File: config.mk
export PLATFORM = sky130hd
export DESIGN_NAME = can_rx_filter_fifo
export DESIGN_NICKNAME = d
export VERILOG_FILES = /design/src/rtl/can_rx_filter_fifo.sv
export SDC_FILE = /design/constraint.sdc
export NUM_CORES = 1
export LEC_CHECK = 0
export ABC_AREA = 1
export BUFFER_PORTS_ARGS = -buffer_cell sky130_fd_sc_hd__buf_2
export CAP_MARGIN = 20
export CORE_MARGIN = 2
export CORE_UTILIZATION = 55
export DETAILED_ROUTE_END_ITERATION = 10
export GPL_TIMING_DRIVEN = 0
export PLACE_DENSITY = 0.86
export SLEW_MARGIN = 0
export SYNTH_ARGS = -nofsm -noshare
export SYNTH_HDL_FRONTEND = slang
export SYNTH_SLANG_ARGS = --single-unit
File: constraint.sdc
create_clock -name clk -period 2.5 [get_ports clk]
set_clock_uncertainty 0.05 [all_clocks]
set_input_delay 0.25 -clock clk [delete_from_list [all_inputs] [get_ports clk]]
set_output_delay 0.25 -clock clk [all_outputs]
set_load 0.01 [all_outputs]
File: src/rtl/can_rx_filter_fifo.sv
// can_rx_filter_fifo: captures frames on in_valid rising edge, applies code/mask filter,
// buffers accepted frames in a first-word-fall-through FIFO with overflow/reject statistics.
module can_rx_filter_fifo #(
    parameter int DEPTH = 4,
    parameter int AW    = 2
) (
    input  logic          clk,
    input  logic          rst,
    input  logic [10:0]   in_id,
    input  logic [7:0]    in_data,
    input  logic          in_valid,
    input  logic [10:0]   acc_code,
    input  logic [10:0]   acc_mask,
    input  logic          pop,
    output logic [10:0]   out_id,
    output logic [7:0]    out_data,
    output logic          out_valid,
    output logic [AW:0]   count,
    output logic          overflow,
    input  logic          clr_ovf,
    output logic [7:0]    rej_cnt
);
    localparam logic [AW:0] full_cnt = (AW+1)'(DEPTH);

    logic [18:0]   mem [DEPTH];
    logic [AW-1:0] wr, rd;
    logic          v_d, cap, hit, push, full, do_pop, wr_en, drop;

    always_comb begin
        cap    = in_valid & ~v_d;
        hit    = ((in_id ^ acc_code) & acc_mask) == 11'd0;
        push   = cap & hit;
        full   = count == full_cnt;
        do_pop = pop & out_valid;
        // a simultaneous pop frees the slot, so a full FIFO can still accept
        wr_en  = push & (~full | do_pop);
        drop   = push & full & ~do_pop;
    end

    always_ff @(posedge clk)
        if (wr_en) mem[wr] <= {in_id, in_data};

    always_ff @(posedge clk) begin
        if (rst) begin
            v_d      <= 1'b0;
            wr       <= '0;
            rd       <= '0;
            count    <= '0;
            overflow <= 1'b0;
            rej_cnt  <= 8'd0;
        end else begin
            v_d <= in_valid;
            if (wr_en) wr <= wr + AW'(1);
            if (do_pop) rd <= rd + AW'(1);
            count <= (wr_en && !do_pop) ? count + (AW+1)'(1) :
                     (!wr_en && do_pop) ? count - (AW+1)'(1) : count;
            overflow <= drop ? 1'b1 : clr_ovf ? 1'b0 : overflow;
            if (cap && !hit && rej_cnt != 8'hFF) rej_cnt <= rej_cnt + 8'd1;
        end
    end

    assign out_valid = count != '0;
    assign out_id    = out_valid ? mem[rd][18:8] : 11'd0;
    assign out_data  = out_valid ? mem[rd][7:0]  : 8'd0;
endmodule

== Word-level counts from Yosys, hierarchy flattened ==
Memories as Yosys holds them, arrays and structs flattened. A register that Yosys moved wholly into a read port is not among the register bits.
Index checks and enable logic that the tools add are counted.

* Flip-flop bits (word level): 17
* Latch bits: 0
* RAM bits: 76
* ROM bits: 0
* Input port bits: 46
* Output and inout bits: 32
* Logic and storage cells: 47
* Memories kept: 1

* Add/sub/neg operators: 5
* Multipliers: 0
* Div/mod/pow operators: 0
* Magnitude comparators: 0
* Equality and inequality tests: 2
* Shift-type cells: 0
* Muxes and demuxes: 10
* Bitwise operators: 12
* Reductions and logical operators: 11

{| class="wikitable"
|+ Memories
! name !! words !! bits a word !! read ports !! clocked after Yosys merged registers in !! wr ports !! line !! text
|-
| mem || 4 || 19 || 1 || 1 || 1 || 25 || <nowiki>logic [18:0] mem [DEPTH];</nowiki>
|}

{| class="wikitable"
|+ Operator list
! kind !! count
|-
| $and A11 B11 Y11 || 1
|-
| $logic_not A11 Y1 || 1
|-
| $mux W11 || 1
|-
| $xor A11 B11 Y11 || 1
|-
| $add A8 B1 Y8 const B || 1
|-
| $mux W8 || 1
|-
| $ne A8 B8 Y1 const B || 1
|-
| $and A1 B1 Y1 || 6
|-
| $mux W3 || 2
|-
| $add A2 B1 Y2 const B || 2
|-
| $logic_and A1 B1 Y1 || 4
|-
| $mux W1 || 4
|-
| $mux W2 || 2
|-
| $reduce_bool A2 Y1 || 2
|-
| $add A3 B1 Y3 const B || 1
|-
| $eq A3 B3 Y1 const B || 1
|-
| $logic_not A1 Y1 || 3
|-
| $not A1 Y1 || 3
|-
| $reduce_bool A3 Y1 || 1
|-
| $sub A3 B1 Y3 const B || 1
|-
| $or A1 B1 Y1 || 1
|}

== Longest topological paths before layout ==
* Word-level depth: 9
* Gate-level depth with buffers: 14
* Depth with buffers taken out: 14

== Least setup slack after synthesis ==
Ideal clock, no wire load.

* Path kind: input port to flip-flop
* From: in in_id[5]
* To: mem mem[0][0], enable pin
* Setup time: 0.395 ns
* Arrival: 1.777 ns
* Data required time: 2.055 ns
* Slack: 0.278 ns
* Stages: 9
* Path buffers: 0
* Cell sequence: inv_1 nand2_1 nand3_2 nand2_1 nor2_2 nand4_1 nor2_2 inv_2 nor2_1

* Cells in the longest elaborated chain, start to end: 7

{| class="wikitable"
|+ RTL lines
! item !! line !! text
|-
| start: declaration || 9 || <nowiki>input logic [10:0] in_id,</nowiki>
|-
| $xor A11 B11 Y11 || 31 || <nowiki>hit = ((in_id ^ acc_code) & acc_mask) == 11'd0;</nowiki>
|-
| $and A11 B11 Y11 || 31 ||
|-
| $logic_not A11 Y1 || 31 ||
|-
| $and A1 B1 Y1 || 32 || <nowiki>push = cap & hit;</nowiki>
|-
| $and A1 B1 Y1 || 36 || <nowiki>wr_en = push & (~full | do_pop);</nowiki>
|-
| net wr_en || 27 || <nowiki>logic v_d, cap, hit, push, full, do_pop, wr_en, drop;</nowiki>
|-
| $mux W1 || 41 || <nowiki>if (wr_en) mem[wr] <= {in_id, in_data};</nowiki>
|-
| $mux W1 (not written as such) || 41 ||
|-
| end: declaration || 25 ||
|}

The timed path passes the listed nets, and every way through them passes these cells.

==> out/results.ini <==
[run_status]
status=complete, no violations

[sta]
finalCriticalPeriod_ns=2.280
relSlewSlack=0.5876
rsz0062_at_grt=false
tightest_slew_ns=0.6180
period_share=0.9118
slew_viol_final=0
setup_ws_ns=0.2204
max_freq_mhz=438.7
setup-tns-final_ns=0
hold_violations=0
finalSetupViolations=0
whs_ns=0.05003

[clock_tree]
path_clk_slew_ns=0.09
clock_sinks=95
postCtsResizedCells=0
root_buffer=clkbuf_8
cts_tree=yes
htree_levels=3
cts_buffers=9
postCtsHoldBufs=0
clk_latency_ns=0.36
cts.path.max_buffers=2
post_cts_buffers=0

[pwr]
p_sw_frac=0.3545
leakage_nw=2.060
p_comb_frac=0.311
pwr-share-clk=0.235
seq_power_share=0.454
intPower_mw=2.546
power_mw=3.945
netSwitchingPower_mw=1.398
ir_drop_uv=457.2
p_per_area_nw_per_um2=788.6

[worst_setup_path]
critPathLaunchType=flop
critical_path_required_ns=2.20
crit_fanout=10
crit_arrival_ns=1.98
crit_type=flop to output port
crit_path_end_kind=output port

[detailed_routing]
drc=0
viasPerCell=5.282
finalWirelength_um=9131
vias=3254
drt-initial-drc-count=229
routedWlPerCell_um=14.82
first_pass_iters=5
ant_nets=0

[global_route]
antenna_found_initial=0
grt_max_degree=18
grt-ovfl-total=0
grt_pass1_wl_um=14880
grt_use_total=0.2296
grt_pass1_vias=3244

[floorplanning]
rows=31
core_um2=7331
num_io_pins=78
die_x_um=91.60
initial_utilization=0.5757
fp.dieArea_um2=8390
die_h_um=91.60

[yosys]
yosysUniqueCellTypes=29
syn_area_per_cell_um2=10.02
seq_area_frac_synth=0.6309
yosys_warnings=0
yosys.area.top_type=edfxtp_1
syn_area_um2=4220
syn-instance-count=421
synth_area_leaders=edfxtp_1, dfxtp_1, nor2_1, o21ai_0, nand2_1
yosysTopAreaCellShare=0.5408
synthesis.nets=474
synth_seq_cells=95

[cells_and_area]
final_util=0.6824
layout-drive-gt1-share=0.2398
syn_to_final_growth_pct=18.53
mostFrequentLayoutCells=nor2_1, buf_2, edfxtp_1
mostFrequentLayoutCell=nor2_1
fin_nets=565
diodes=0
nFillCells=549

[run]
max-cap-violations=0

[placed_design]
dp.final_hpwl_um=6495
portBuffers=76
gp_congestion=0.8081
preCtsSetupSlack_ns=-0.03571

[hold_path]
hold_path.class=input pin to flop

-- final timing paths --
kind | start | endpoint | slack, ns | cells past startpoint
setup / recovery | flop | out_id[9] | 0.22 | 6
hold / removal | in_data[4] | mem[0][4] | 0.05 | 1
setup reg to reg | v_d | count[2] | 0.25 | 10
hold reg to reg | overflow | overflow | 0.42 | 2
-- cell type report --
cell class,count,area (µm²),area share
plain buffers,14,63.81,0.01276
clock buffers,9,123.9,0.02476
well taps,99,123.9,0.02476
repair buffers,80,465.4,0.09305
inverters,43,165.2,0.03302
clock inverters,7,56.30,0.01126
multi-input cells,269,1341,0.2681
flip-flops and latches,95,2663,0.5323
-- critical path, stage by stage (launching register included) --
cell and delay (ns):
dfxtp_1 0.34, clkinv_1 0.29, clkbuf_1 0.36, nor2_1 0.18, o21ai_0 0.10, a21oi_1 0.18
buf_2 0.17
-- registers in the layout, indices dropped and copies added (netlist names), named ones only --
name,count
mem,76
count,3
v_d,1
rd,2
overflow,1
rej_cnt,8
wr,2
-- synthesized netlist by cell type --
| master | instances |
|---|---|
| nor2_1 | 100 |
| edfxtp_1 | 76 |
| nand2_1 | 45 |
| o21ai_0 | 44 |
| inv_1 | 38 |
| a21oi_1 | 32 |
| dfxtp_1 | 19 |
| nand3_1 | 16 |
| buf_2 | 7 |
| clkbuf_1 | 6 |
| ha_1 | 6 |
| nand4_1 | 4 |
| nor2_2 | 4 |
| xor2_1 | 4 |
| xnor2_1 | 3 |
| inv_2 | 2 |
| nand3_2 | 2 |
| o21ai_1 | 2 |
| buf_1 | 1 |
| clkinv_1 | 1 |
| clkinv_2 | 1 |
| fa_1 | 1 |
| inv_4 | 1 |
| nand2_2 | 1 |
| nand2_8 | 1 |
| nand3_4 | 1 |
| nand4_4 | 1 |
| nor3_2 | 1 |
| o21a_4 | 1 |
-- routing by layer --
metal / track usage / wire (µm) / up-vias
met2: 0.3897 / 4605 / 154
met1: 0.2868 / 3491 / 1492
met4: 0.08333 / 218 / 0
met3: 0.05394 / 815 / 22
li1: - / - / 1586
met5: 0 / 0 / -
-- power groups by stage --
stage                     clock, mW  sequential, mW  combinational [mW]
after floorplan                   0            1.83               0.725
after global placement            0            1.82                1.18
after detailed placement          0            1.83                1.23
after CTS                     0.942            1.79                1.23
after global routing          0.990            1.80                1.36
final                         0.926            1.79                1.23
-- cell families after synthesis --
group | count (synthesis) | share of synthesized area
compound gates | 79 | 0.09605
xor+xnor | 7 | 0.01453
fa+ha+maj | 7 | 0.02253
buf+inv | 57 | 0.05366
flops | 95 | 0.6309
simple gates | 176 | 0.1823
-- stage by stage --
step	cell area, µm²	instances
after floorplan	4220	421
after global placement	4725	596
after detailed placement	4820	600
after CTS	5000	616
after global routing	5002	616
final	5002	616
Note: power is estimated with default switching activity, not from simulation.
